## src/rtl/fe_diag_pkg.sv

```systemverilog
`default_nettype none
// +----------------------------------------------------------------------------+
// | fe_diag_pkg: command/driver types, FSM states and DS function codes shared |
// | by the front-end diagnostic sequencer, its FIFO and the front-end model.   |
// | Rev 1.0                                                                    |
// +----------------------------------------------------------------------------+
package fe_diag_pkg;

  typedef struct packed {
    logic        write;
    logic [0:6]  func;
    logic [0:35] data;
  } tFeDiagCmd;

  typedef struct packed {
    logic        driving;
    logic [0:35] data;
  } tEBUSdriver;

  typedef enum logic [2:0] {
    ST_IDLE    = 3'd0,
    ST_SETUP   = 3'd1,
    ST_STROBE  = 3'd2,
    ST_SETTLE  = 3'd3,
    ST_CAPTURE = 3'd4,
    ST_RELEASE = 3'd5
  } tFeDiagState;

  localparam logic [0:6] DS_WR_CRAM  = 7'o033;
  localparam logic [0:6] DS_WR_APR   = 7'o070;
  localparam logic [0:6] DS_RD_EDP   = 7'o100;
  localparam logic [0:6] DS_RD_CRAM0 = 7'o101;
  localparam logic [0:6] DS_RD_CRAM1 = 7'o102;

  function automatic int max3(input int a, input int b, input int c);
    int m;
    m = (a > b) ? a : b;
    return (m > c) ? m : c;
  endfunction

endpackage
`default_nettype wire

```

## src/rtl/fe_diag_fifo.sv

```systemverilog
`default_nettype none
// +----------------------------------------------------------------------------+
// | fe_diag_fifo: synchronous FIFO of diagnostic commands with full/empty/count|
// | Rev 1.0                                                                    |
// +----------------------------------------------------------------------------+
module fe_diag_fifo
  import fe_diag_pkg::*;
#(
  parameter int DEPTH = 4
) (
  input  logic                       clk,
  input  logic                       reset,
  input  logic                       push,
  input  tFeDiagCmd                  push_cmd,
  input  logic                       pop,
  output tFeDiagCmd                  head,
  output logic                       full,
  output logic                       empty,
  output logic [$clog2(DEPTH):0]     count
);

  localparam int AW = $clog2(DEPTH);

  tFeDiagCmd         mem_q [DEPTH];
  logic [AW-1:0]     wr_ptr_q, wr_ptr_d;
  logic [AW-1:0]     rd_ptr_q, rd_ptr_d;
  logic [AW:0]       count_q,  count_d;

  always_comb begin
    wr_ptr_d = wr_ptr_q;
    rd_ptr_d = rd_ptr_q;
    count_d  = count_q;
    if (push) wr_ptr_d = wr_ptr_q + 1'b1;
    if (pop)  rd_ptr_d = rd_ptr_q + 1'b1;
    if (push && !pop)      count_d = count_q + 1'b1;
    else if (!push && pop) count_d = count_q - 1'b1;
  end

  always_ff @(posedge clk) begin
    if (reset) begin
      wr_ptr_q <= '0;
      rd_ptr_q <= '0;
      count_q  <= '0;
    end else begin
      wr_ptr_q <= wr_ptr_d;
      rd_ptr_q <= rd_ptr_d;
      count_q  <= count_d;
    end
  end

  // Payload storage needs no reset; occupancy is tracked by the pointers.
  always_ff @(posedge clk) begin
    if (push) mem_q[wr_ptr_q] <= push_cmd;
  end

  assign head  = mem_q[rd_ptr_q];
  assign count = count_q;
  assign full  = (count_q == (AW+1)'(DEPTH));
  assign empty = (count_q == '0);

endmodule
`default_nettype wire

```

## src/rtl/fe_diag_seq.sv

```systemverilog
`default_nettype none
// +----------------------------------------------------------------------------+
// | fe_diag_seq: queued EBUS diagnostic sequencer (ds/strobe/drive/capture).   |
// | Rev 1.0                                                                    |
// +----------------------------------------------------------------------------+
module fe_diag_seq
  import fe_diag_pkg::*;
#(
  parameter int FIFO_DEPTH    = 4,
  parameter int SETUP_CYCLES  = 1,
  parameter int STROBE_CYCLES = 2,
  parameter int SETTLE_CYCLES = 3
) (
  input  logic        clk,
  input  logic        reset,
  input  logic        cmdValid,
  output logic        cmdReady,
  input  logic        cmdWrite,
  input  logic [0:6]  cmdFunc,
  input  logic [0:35] cmdData,
  output logic        rspValid,
  input  logic        rspReady,
  output logic [0:35] rspData,
  output logic        busy,
  output tEBUSdriver  EBUSdriver,
  input  logic [0:35] ebusData,
  output logic [0:6]  ebusDs,
  output logic        ebusDiagStrobe
);

  localparam int CW = $clog2(max3(SETUP_CYCLES, STROBE_CYCLES, SETTLE_CYCLES) + 1);
  localparam logic [CW-1:0] SETUP_LD  = CW'(SETUP_CYCLES - 1);
  localparam logic [CW-1:0] STROBE_LD = CW'(STROBE_CYCLES - 1);
  localparam logic [CW-1:0] SETTLE_LD = CW'(SETTLE_CYCLES - 1);

  if (SETUP_CYCLES < 1 || STROBE_CYCLES < 1 || SETTLE_CYCLES < 1) begin : g_bad_timing
    $error("fe_diag_seq: SETUP/STROBE/SETTLE_CYCLES must all be >= 1");
  end
  if (FIFO_DEPTH < 2 || (FIFO_DEPTH & (FIFO_DEPTH - 1)) != 0) begin : g_bad_depth
    $error("fe_diag_seq: FIFO_DEPTH must be a power of two >= 2");
  end

  tFeDiagCmd                   fifo_head;
  tFeDiagCmd                   push_cmd;
  logic                        fifo_full, fifo_empty, push, pop;
  logic [$clog2(FIFO_DEPTH):0] fifo_count;

  tFeDiagState      state_q,     state_d;
  logic [CW-1:0]    cnt_q,       cnt_d;
  logic             write_q,     write_d;
  logic [0:6]       ds_q,        ds_d;
  logic             strobe_q,    strobe_d;
  logic             driving_q,   driving_d;
  logic [0:35]      drv_data_q,  drv_data_d;
  logic             rsp_valid_q, rsp_valid_d;
  logic [0:35]      rsp_data_q,  rsp_data_d;

  assign push     = cmdValid && cmdReady;
  assign push_cmd = '{write: cmdWrite, func: cmdFunc, data: cmdData};

  fe_diag_fifo #(.DEPTH(FIFO_DEPTH)) u_fifo (
    .clk      (clk),
    .reset    (reset),
    .push     (push),
    .push_cmd (push_cmd),
    .pop      (pop),
    .head     (fifo_head),
    .full     (fifo_full),
    .empty    (fifo_empty),
    .count    (fifo_count)
  );

  always_comb begin
    state_d     = state_q;
    cnt_d       = cnt_q;
    write_d     = write_q;
    ds_d        = ds_q;
    strobe_d    = strobe_q;
    driving_d   = driving_q;
    drv_data_d  = drv_data_q;
    rsp_data_d  = rsp_data_q;
    rsp_valid_d = rsp_valid_q && !rspReady;
    pop         = 1'b0;
    unique case (state_q)
      ST_IDLE: begin
        if (!fifo_empty) begin
          pop        = 1'b1;
          write_d    = fifo_head.write;
          ds_d       = fifo_head.func;
          driving_d  = fifo_head.write;
          drv_data_d = fifo_head.write ? fifo_head.data : '0;
          cnt_d      = SETUP_LD;
          state_d    = ST_SETUP;
        end
      end
      ST_SETUP: begin
        if (cnt_q != '0) begin
          cnt_d = cnt_q - 1'b1;
        end else if (write_q) begin
          strobe_d = 1'b1;
          cnt_d    = STROBE_LD;
          state_d  = ST_STROBE;
        end else begin
          cnt_d   = SETTLE_LD;
          state_d = ST_SETTLE;
        end
      end
      ST_STROBE: begin
        if (cnt_q != '0) begin
          cnt_d = cnt_q - 1'b1;
        end else begin
          strobe_d   = 1'b0;
          driving_d  = 1'b0;
          drv_data_d = '0;
          ds_d       = '0;
          state_d    = ST_RELEASE;
        end
      end
      ST_SETTLE: begin
        if (cnt_q != '0) cnt_d = cnt_q - 1'b1;
        else             state_d = ST_CAPTURE;
      end
      ST_CAPTURE: begin
        // A capture in the same cycle as a consumer take keeps rspValid high.
        if (!rsp_valid_q || rspReady) begin
          rsp_data_d  = ebusData;
          rsp_valid_d = 1'b1;
          ds_d        = '0;
          state_d     = ST_RELEASE;
        end
      end
      ST_RELEASE: begin
        state_d = ST_IDLE;
      end
      default: begin
        ds_d       = '0;
        strobe_d   = 1'b0;
        driving_d  = 1'b0;
        drv_data_d = '0;
        state_d    = ST_IDLE;
      end
    endcase
  end

  always_ff @(posedge clk) begin
    if (reset) begin
      state_q     <= ST_IDLE;
      cnt_q       <= '0;
      write_q     <= 1'b0;
      ds_q        <= '0;
      strobe_q    <= 1'b0;
      driving_q   <= 1'b0;
      drv_data_q  <= '0;
      rsp_valid_q <= 1'b0;
      rsp_data_q  <= '0;
    end else begin
      state_q     <= state_d;
      cnt_q       <= cnt_d;
      write_q     <= write_d;
      ds_q        <= ds_d;
      strobe_q    <= strobe_d;
      driving_q   <= driving_d;
      drv_data_q  <= drv_data_d;
      rsp_valid_q <= rsp_valid_d;
      rsp_data_q  <= rsp_data_d;
    end
  end

  assign cmdReady           = !fifo_full;
  assign busy               = (state_q != ST_IDLE) || (fifo_count != '0);
  assign rspValid           = rsp_valid_q;
  assign rspData            = rsp_data_q;
  assign ebusDs             = ds_q;
  assign ebusDiagStrobe     = strobe_q;
  assign EBUSdriver.driving = driving_q;
  assign EBUSdriver.data    = drv_data_q;

endmodule
`default_nettype wire

```

## config.mk

```make
export PLATFORM = sky130hd
export DESIGN_NAME = fe_diag_seq
export DESIGN_NICKNAME = d
export VERILOG_FILES = /design/src/rtl/fe_diag_pkg.sv /design/src/rtl/fe_diag_fifo.sv /design/src/rtl/fe_diag_seq.sv
export SDC_FILE = /design/constraint.sdc
export NUM_CORES = 1
export LEC_CHECK = 0
export ABC_AREA = 1
export CORE_ASPECT_RATIO = 2
export CORE_MARGIN = 2
export CORE_UTILIZATION = 40
export CTS_BUF_LIST = sky130_fd_sc_hd__clkbuf_8
export DETAILED_ROUTE_END_ITERATION = 6
export DONT_BUFFER_PORTS = 1
export PLACE_DENSITY = 0.52
export SKIP_CTS_REPAIR_TIMING = 1
export SLEW_MARGIN = 30
export SYNTH_ARGS = -nofsm -noshare
export SYNTH_HDL_FRONTEND = slang
export SYNTH_SLANG_ARGS = --single-unit
```

## constraint.sdc

```tcl
create_clock -name clk -period 3.6 [get_ports clk]
set_input_delay 0.9 -clock clk [delete_from_list [all_inputs] [get_ports clk]]
set_output_delay 0.9 -clock clk [all_outputs]
set_load 0.02 [all_outputs]
```

Word level (Yosys, flattened, before mapping)
Memory sizes are Yosys's and may differ from the RTL's. A register that Yosys moved wholly into a read port is not among the register bits.
Cells that the tools add are included.
Word-level totals
  register bits after elaboration: 95
  memory bits (writable): 176
  bits of input ports: 84
  output and inout port bits: 84
  logic and storage cells: 100
  memories kept: 1
Memory list
  u_fifo.mem_q: depth 4, width 44, rd ports 1, clocked after memory_dff 1, wr ports 1, RTL line fe_diag_fifo.sv:24  | tFeDiagCmd mem_q [DEPTH];
Cells by class
  add/sub/neg operators: 5
  eq/ne operators: 13
  mux-type cells: 36
  bitwise gates (word level): 4
  reduce and logical (&&, ||, !) cells: 29
Operator list (count)
  two-way mux 36 bit: 3
  one-hot mux 36 bit (3 select lines): 1
  one-hot mux 7 bit (4 select lines): 1
  two-way mux 3 bit: 7
  two-way mux 7 bit: 3
  one-hot mux 3 bit (5 select lines): 1
  two-way mux 2 bit: 6
  != test 2 bit, second input constant: 6
  two-way mux 1 bit: 11
  == test 3 bit, second input constant: 3
  nonzero test 3 bit: 3
  AND reduction 4 bit: 2
  OR reduction 4 bit: 2
  == test 3 x 2 -> 1 bit, second input constant: 2
  logical NOT 3 bit: 2
  one-hot mux 1 bit (3 select lines): 2
  one-hot mux 2 bit (3 select lines): 1
  AND reduction 3 bit: 2
  logical NOT 1 bit: 5
  AND reduction 5 bit: 1
  adder 2 x 1 -> 2 bit, second input constant: 2
  logical AND 1 bit: 4
  NOT 1 bit: 4
  AND reduction 2 bit: 2
  other kinds (9): 11

Logic depth before layout (Yosys ltp)
Gate-level depths: netlist of the first run.
  depth after elaboration: 7
  gate-level depth with buffers: 12
  depth with buffers taken out: 11

Cells and area by module
A second synthesis of the first run with hierarchy kept.
Second synthesis, totals
  cell total of the unflattened synthesis: 946
  area, all modules: 10540.1 sq um
Modules (own cells, without submodules)
  fe_diag_fifo: times used 1, cells an instance 483, area an instance 7053.0 sq um, sequential area each 5465.2 sq um
  fe_diag_seq: times used 1, cells an instance 463, area an instance 3487.1 sq um, sequential area each 1761.7 sq um

Least setup slack after synthesis of the first run
OpenSTA, ideal clock, no wires.
  kind: input to register
  start point: in cmdValid
  end point: mem u_fifo.mem_q[0][0] (netlist bit) (enable)
  setup time: 446 ps
  arrival time: 2927 ps
  required time: 3154 ps
  slack: 227 ps
  cell stages on the path: 2
  path buffers: 0
  cell sequence: nand2_1 -> nor2_1
On the way
  cells in the longest elaborated chain, start to end: 3
Ends and longest elaborated chain
  from (decl): RTL line fe_diag_seq.sv:16  | input logic cmdValid,
  logical AND 1 bit: RTL line fe_diag_seq.sv:58  | assign push = cmdValid && cmdReady;
  two-way mux 1 bit: RTL line fe_diag_fifo.sv:53  | if (push) mem_q[wr_ptr_q] <= push_cmd;
  two-way mux 1 bit (not written as such): RTL line fe_diag_fifo.sv:53
  to (decl): RTL line fe_diag_fifo.sv:24
No other way between the ends.

Worst setup path after layout of the first run
  start point: reg state_q[1]
  end point: out busy
On the way
  cells in the longest elaborated chain, start to end: 2
Ends and longest elaborated chain
  from (decl): RTL line fe_diag_seq.sv:48  | tFeDiagState state_q, state_d;
  from (signal assigned): RTL line fe_diag_seq.sv:157  | state_q <= state_d;
  nonzero test 3 bit: RTL line fe_diag_seq.sv:170  | assign busy = (state_q != ST_IDLE) || (fifo_count != '0);
  logical OR 1 bit: RTL line fe_diag_seq.sv:170
  to (decl): RTL line fe_diag_seq.sv:24  | output logic busy,
No other way between the ends.

==> results of run 1 <==
[state kept, by name (all words and copies together) (netlist names), 2 cells and up, named ones only]
name	flops
state_q	3
drv_data_q	36
ebusDs	7
u_fifo.mem_q	176
rspData	36
cnt_q	2
u_fifo.wr_ptr_q	2
u_fifo.rd_ptr_q	2
u_fifo.count	3
[worst max-delay path by stage]
stage                          start                 end
final                     state_q[1]                busy
after CTS                 state_q[1]                busy
after global routing      state_q[1]                busy
after global placement      cmdValid     u_fifo.count[2]
after detailed placement    cmdValid     u_fifo.count[2]
after floorplan             cmdValid  u_fifo.mem_q[0][0]
[worst reg2reg max path, delay by kind of cell (launching register included)]
| kind | cells | cell delay [ns] |
|---|---|---|
| buffers and inverters | 3 | 0.29 |
| DFF | 1 | 0.39 |
| AOI/OAI and AO/OA | 4 | 0.47 |
| adders and majority gates | 2 | 0.54 |
| and+or+nand+nor | 2 | 0.61 |
[per-stage QoR]
| stage | cell area (µm²) | worst slack [ns] | cells | util [%] |
|---|---|---|---|---|
| final | 11600 | 1.04 | 1349 | 44.3 |
| after global routing | 11600 | 0.915 | 1349 | 44.3 |
| after CTS | 11600 | 1.01 | 1349 | 44.3 |
| after detailed placement | 10800 | 1.09 | 1275 | 41.3 |
| after global placement | 10800 | 1.07 | 1275 | 41.3 |
| after floorplan | 10500 | 0.227 | 980 | - |
[layer usage]
metal  track usage (%)  part of all wire [%]  vias up
met3              4.64                   6.9       63
li1                  -                     -     3354
met4              7.78                   3.8        0
met1              19.4                    40     3187
met5                 0                     0        -
met2              28.2                    49      184
[cells by family (layout without fill, tap and decap cells)]
kind of cell / count (synthesis) / count (layout) / share of synthesized area, %
adders and majority gates: 7 / 7 / 0.903
DFF: 273 / 273 / 68.6
xor gates and xnor gates: 1 / 1 / 0.0832
buffers and inverters: 115 / 140 / 5.00
AOI/OAI and AO/OA: 208 / 208 / 10.4
and+or+nand+nor: 376 / 376 / 15.0
[area by class of cell]
class / count / area (µm²) / area share (%)
Clock inverter: 24 / 114 / 0.985
Tap cell: 344 / 430 / 3.72
Timing Repair Buffer: 9 / 67.6 / 0.585
Multi-Input combinational cell: 592 / 2810 / 24.3
Clock buffer: 50 / 688 / 5.95
Sequential cell: 273 / 7230 / 62.6
Inverter: 57 / 218 / 1.88
[layout by cell type, fill, tap and decap left out]
cell          n
nand2_1     184
edfxtp_1    176
nor2_1      105
dfxtp_1      95
o21ai_0      85
a21oi_1      84
nand3_1      64
inv_1        57
clkbuf_8     50
o22ai_1      37
buf_4         9
clkinv_2      8
clkinv_1      8
ha_1          6
nand2_2       5
nor2_4        4
nor2_2        4
clkinvlp_4    4
inv_2         3
nand2_4       3
nand4_1       3
nor2_8        2
o211ai_1      2
nor3_1        1
inv_4         1
xor2_1        1
and2_1        1
fa_1          1
dfxtp_4       1
dfxtp_2       1
[report_power, final]
group,leakage [nW],switching (W),total (W),internal (W)
Sequential,2.40,0.000525,0.00432,0.00380
Combinational,1.24,0.00159,0.00226,0.000673
Clock,0.430,0.00119,0.00245,0.00126
==> results summary, run 1 <==
The run finished with clean final reports. The number of antenna-violating nets in the routed design is 0. The total of endpoints with negative setup slack in the final report came out at 0. The number of flops mapped to enable cells by yosys is 176. Derived from the worst setup path, the maximum achievable clock frequency is 390 MHz. Yosys printed 0 warnings.

The total via count after detailed routing is 6788. The total grt overflow is 0. The cell depth of the worst flop-to-flop path came out at 11. The insertion delay to the later sink of the worst-skew pair is 0.56 ns. Counting flops with an async set or reset pin after synthesis yields a share of 0%. The cell type with the largest total area after synthesis is edfxtp_1. The wire length of the first global-routing pass came out at 36.0 mm. The worst hold slack after final layout came out at 0.409 ns. The repair_antennas step left the layout with diodes totalling 0.

For this run, design rule violations remaining after detail routing come to 0. The area of the die is 0.0277 mm². The leakage power came out at 4.08 nW. The startpoint identified for the worst hold timing path is reset. The endpoint arrival time on the critical path is 1.66 ns. The last weighted congestion value of the routability-driven placer came out at 0.803. The minimum clock period after layout came out at 2.56 ns.

The region available for standard cell placement spans 0.0261 mm². The number of standard cells after synthesis came out at 980. The layout filler cell count is 2550. In this run the critical register-to-register path is launched from u_fifo.count[1].

The portion of the post-synthesis area used by sequential elements is 68.6%. The post-layout net count is 1064. The detailed-router iteration count before antenna repair is 4. The number of pins with negative max-slew slack in the final report is 0.

In this run the tightest slew margin relative to its limit is 39.9%. nand2_1 is the most common cell in the netlist. For hold timing, the worst endpoint is rspData[26]. The largest net degree at the start of global routing is 87. The number of buffers and inverters on the critical path came out at 1. The setup clock skew after layout came out at 0.0176 ns. The worst setup path is captured at an output pin. Once the floorplan was initialized, standard cells occupied 40.4% of the core. The synthesized design contains 273 register bits. Setup repair after global routing left no endpoint under its margin.

Counting the buffers created by CTS gives 40. In this run, the number of DRC markers left after iteration 0 of detailed routing was 516. The chip width is 119 µm. The signal on the critical path passes through clkinv_2 > nand2_4 > nor2_8 > nand2_2. The count of distinct cell types in the synthesized netlist is 28. The number of cell rows came out at 84. During placement, the flow inserted port buffers numbering 0. STA classifies the critical path startpoint as a register. The setup slack of the worst register-to-register path came out at 1.17 ns.

The number of maximum-capacitance constraint violations is 0. The largest individual stage delay along the critical path comes from the cell dfxtp_1. The worst IR drop on VDD is 0.000417 V.

After detailed routing, the average wire length per cell comes to 17.5 µm. The worst register-to-register path ends at u_fifo.count[2]. The via count of the first global-routing pass is 6646.

The total power after layout is 0.00904 W. Cells with a size suffix above 1 make up 9.45% of the layout. The average vias per placed instance came out at 5.03. At the worst endpoint, the required time is 2.70 ns. In this run the count of I/O pins placed on the die edge is 168. The H-tree generated during clock tree synthesis spans 2 levels.

The summed negative setup slack over all endpoints came out at 0 ns. In this run the power density over the cells is 782 mW/mm². Among all flip-flop cells after synthesis, the most frequent one is edfxtp_1. The initial antenna violation count came to 0. The top cell type's share of synthesized area is 50.2%. The y dimension of the die is 233 µm. The commonest cells after synthesis are nand2_1, edfxtp_1, nor2_1. The all-layer global routing usage is 16.6%. The hold violation count in the final report was 0. The largest fanout on the critical path is 9. Along the worst hold path, the cell count comes to 1. After detailed routing, the total wire length is 23.7 mm. Once detailed placement completed, the half-perimeter wirelength came to 13.6 mm. The clock-pin slew on the worst setup and hold paths is 0.07 ns.

The clock net in this run drives a total of 273 sinks. At the pin with the least slew margin, the transition time is 0.902 ns. The area overhead of the layout relative to synthesis came out at 9.74%. The worst hold path belongs to the class in -> reg. The synthesized netlist net count came out at 1071.

The cell depth of the worst setup path is 4. The worst setup path is of the reg -> out kind. TritonCTS built the clock tree. By area the synthesized netlist is led by edfxtp_1, dfxtp_1, nand2_1. The average footprint of a synthesized cell is 10.7 µm². The number of buffers between clock root and the deepest sink came out at 3. The portion of the clock cycle consumed by the worst path in the final layout came out at 71.2%. In this design, the largest share of critical-path delay is due to flip-flops. The largest stage delay on the critical path is 0.51 ns. The combined area of all synthesized cells came out at 0.0105 mm². The CTS root buffer is clkbuf_8.
Power figures use the tool's default switching activity.
==> run 2, diff against run 1 <==
PLACE_DENSITY = 0.54   (was 0.52)
clock period = 2.2 ns   (was 3.6 ns; I/O delays follow)
==> results summary, run 2 (synthesized netlist as in run 1, its figures left out) <==
The source of the worst register-to-register timing path is state_q[0] (was u_fifo.count[1]). The number of buffers between clock root and the deepest sink came out at 3 (unchanged). The worst IR drop on VDD is 0.000652 V (was 0.000417 V).

The CTS tree is built (unchanged). The area of the die was 0.0277 mm² (unchanged). The post-layout net count was 1076 (was 1064). The CTS H-tree depth came out at 2 (unchanged). The standard cell core area is 0.0261 mm² (unchanged). The number of flip-flops in the largest register came out at 176 (unchanged). The detailed-router iteration count before antenna repair came out at 4 (unchanged).

The number of antenna-violating nets in the routed design came out at 0 (unchanged). The routed wire length per instance came out at 17.5 µm (about the same). The proportion of layout cells with a drive suffix above 1 came out at 9.37% (was 9.45%).

The number of cell rows came out at 84 (unchanged). The via count of the first global-routing pass is 6655 (was 6646). The cell depth of the worst flop-to-flop path came out at 11 (unchanged). The chip width came out at 119 µm (unchanged). The highest clock frequency the design can meet came out at 492 MHz. The share of the core filled with cells in the final layout is 44.6% (was 44.3%). The CTS root buffer is clkbuf_8 (unchanged). The data required time at the worst endpoint came out at 1.65 ns (was 2.70 ns).

The layout filler cell count came to 2528 (was 2550). The insertion delay to the later sink of the worst-skew pair is 0.54 ns (was 0.56 ns). The total power per unit cell area is 1260 mW/mm² (was 782 mW/mm²). Critical path cell sequence: nor3_1 > nand2_2 (was clkinv_2 > nand2_4 > nor2_8 > nand2_2).

The clock-pin slew on the worst setup and hold paths came to 0.07 ns (about the same). The number of maximum-capacitance constraint violations is 0 (unchanged). The total via count after detailed routing came out at 6910 (was 6788). The start point of the critical path is u_fifo.count[0] (was state_q[1]). The remaining routing DRC violations is 0 (unchanged). The average vias per placed instance is 5.09 (was 5.03). The total routed wirelength was 23.8 mm (was 23.7 mm). The capturing element type of the critical path is an output pin (unchanged). The number of diodes came out at 0 (unchanged). The leakage power is 4.15 nW (was 4.08 nW). The portion of the clock cycle consumed by the worst path in the final layout came out at 92.4%.

The smallest clock period supported by the final layout is computed as 2.03 ns. The kind of path behind the tightest hold check is in -> reg (unchanged). The count of input and output buffers is 0 (unchanged). The library cell contributing the largest single delay on the critical path is dfxtp_1 (unchanged). The number of pins with negative max-slew slack in the final report came to 0 (unchanged). The initial detailed-routing violation count was 403 (was 516). The destination of the worst register-to-register timing path is u_fifo.count[2] (unchanged). The headroom to the max-slew limit is 55.8% (was 39.9%). The last weighted congestion value of the routability-driven placer is 0.769 (was 0.803). The largest fanout on the critical path is 5 (was 9). The total grt overflow came out at 0 (unchanged). The slew at the pin closest to its max-slew limit is 0.660 ns (was 0.902 ns). The worst hold path cell count is 1 (unchanged). The final critical-path setup slack came to 0.166 ns (was 1.04 ns).

The area overhead of the layout relative to synthesis was 10.4% (was 9.74%). Outcome: completed (unchanged). The number of clock buffers inserted by TritonCTS came out at 39 (was 40). The hold violation count in the final report is 0 (unchanged). The total of endpoints with negative setup slack in the final report came to 0 (unchanged). The category of the worst setup path launch point is a register (unchanged). Most frequent cells in the layout: nand2_1, edfxtp_1, nor2_1 (unchanged). The initial antenna violation count is 0 (unchanged). The setup slack of the worst register-to-register path came out at 0.25 ns (was 1.17 ns). The placed wire-length estimate after detailed placement is 14.1 mm (was 13.6 mm). The most common cell after layout, fill and taps aside is nand2_1 (unchanged).

The endpoint arrival time on the critical path came out at 1.48 ns (was 1.66 ns). The top-level I/O count was 168 (unchanged). The setup clock skew after layout is 0.0110 ns (was 0.0176 ns). The largest net degree at the start of global routing was 81 (was 87).

The wire length of the first global-routing pass was 36.5 mm (was 36.0 mm). The y dimension of the die came out at 233 µm (unchanged). The initial cell density of the core is 40.4% (unchanged). The worst hold slack after final layout was 0.0829 ns (was 0.409 ns). The largest stage delay on the critical path came to 0.36 ns (was 0.51 ns).

The clock sink count is 273 (unchanged). The all-layer global routing usage is 16.8% (was 16.6%). The register name with the most flops was u_fifo.mem_q (unchanged).

Setup repair after global routing missed its margin: false (unchanged). The capturing element of the worst setup path is busy (unchanged). The placement-stage worst setup slack came out at 0.266 ns (was 1.09 ns).

The start-to-end type of the worst setup path is reg -> out (unchanged).
## run 2: cell types whose count changed in the layout (fill, tap and decap cells not counted), sizes merged
cell / before / now
buf: 9 / 22
bufinv: 0 / 1
clkbuf: 50 / 42
clkinv: 16 / 12
inv: 61 / 71
clkinvlp: 4 / 1
## run 2: power breakdown
group / total [W] / switching, W / internal [W]
combinational: 0.00398 / 0.00277 / 0.00121
clock: 0.00376 / 0.00187 / 0.00188
sequential: 0.00694 / 0.000731 / 0.00621
## run 2: layout make-up
type | count | area, µm² | share of cell area [%]
multi-input cells | 592 | 2810 | 24.1
inverters | 57 | 218 | 1.87
clock inverters | 28 | 144 | 1.24
flip-flops and latches | 273 | 7230 | 62.2
well taps | 344 | 430 | 3.70
clock buffers | 42 | 578 | 4.97
repair buffers | 22 | 215 | 1.85
## run 2: worst min-delay path by stage
stage                  startpoint              to  slack, ns
6_report                    reset  ebusDiagStrobe       0.08
5_1_grt                     reset       driving_q       0.03
4_1_cts                     reset       driving_q       0.03
3_5_place_dp   u_fifo.rd_ptr_q[1]        register       0.46
3_3_place_gp   u_fifo.rd_ptr_q[1]        register       0.44
2_1_floorplan  u_fifo.rd_ptr_q[1]        register       0.44
## run 2: routing by layer
layer | vias to the layer above | share of wire (%) | track usage (%)
li1 | 3376 | - | -
met1 | 3303 | 41 | 19.9
met2 | 190 | 50 | 29.1
met3 | 41 | 6.2 | 4.79
met4 | 0 | 2.4 | 6.10
met5 | - | 0 | 0
## run 2: critical path: cells and delay by family, from the launching register on
kind | cells | cell delay [ns]
flip-flops | 1 | 0.36
AND/OR/NAND/NOR | 2 | 0.59
## run 2: per-stage QoR
stage	total power [W]	instance area [µm²]	cells	TNS, ns
2_1_floorplan	0.0101	10500	980	-53.36
3_3_place_gp	0.0110	10900	1288	0
3_5_place_dp	0.0111	10900	1288	0
4_1_cts	0.0149	11600	1358	0
5_1_grt	0.0157	11600	1358	0
6_report	0.0147	11600	1358	0
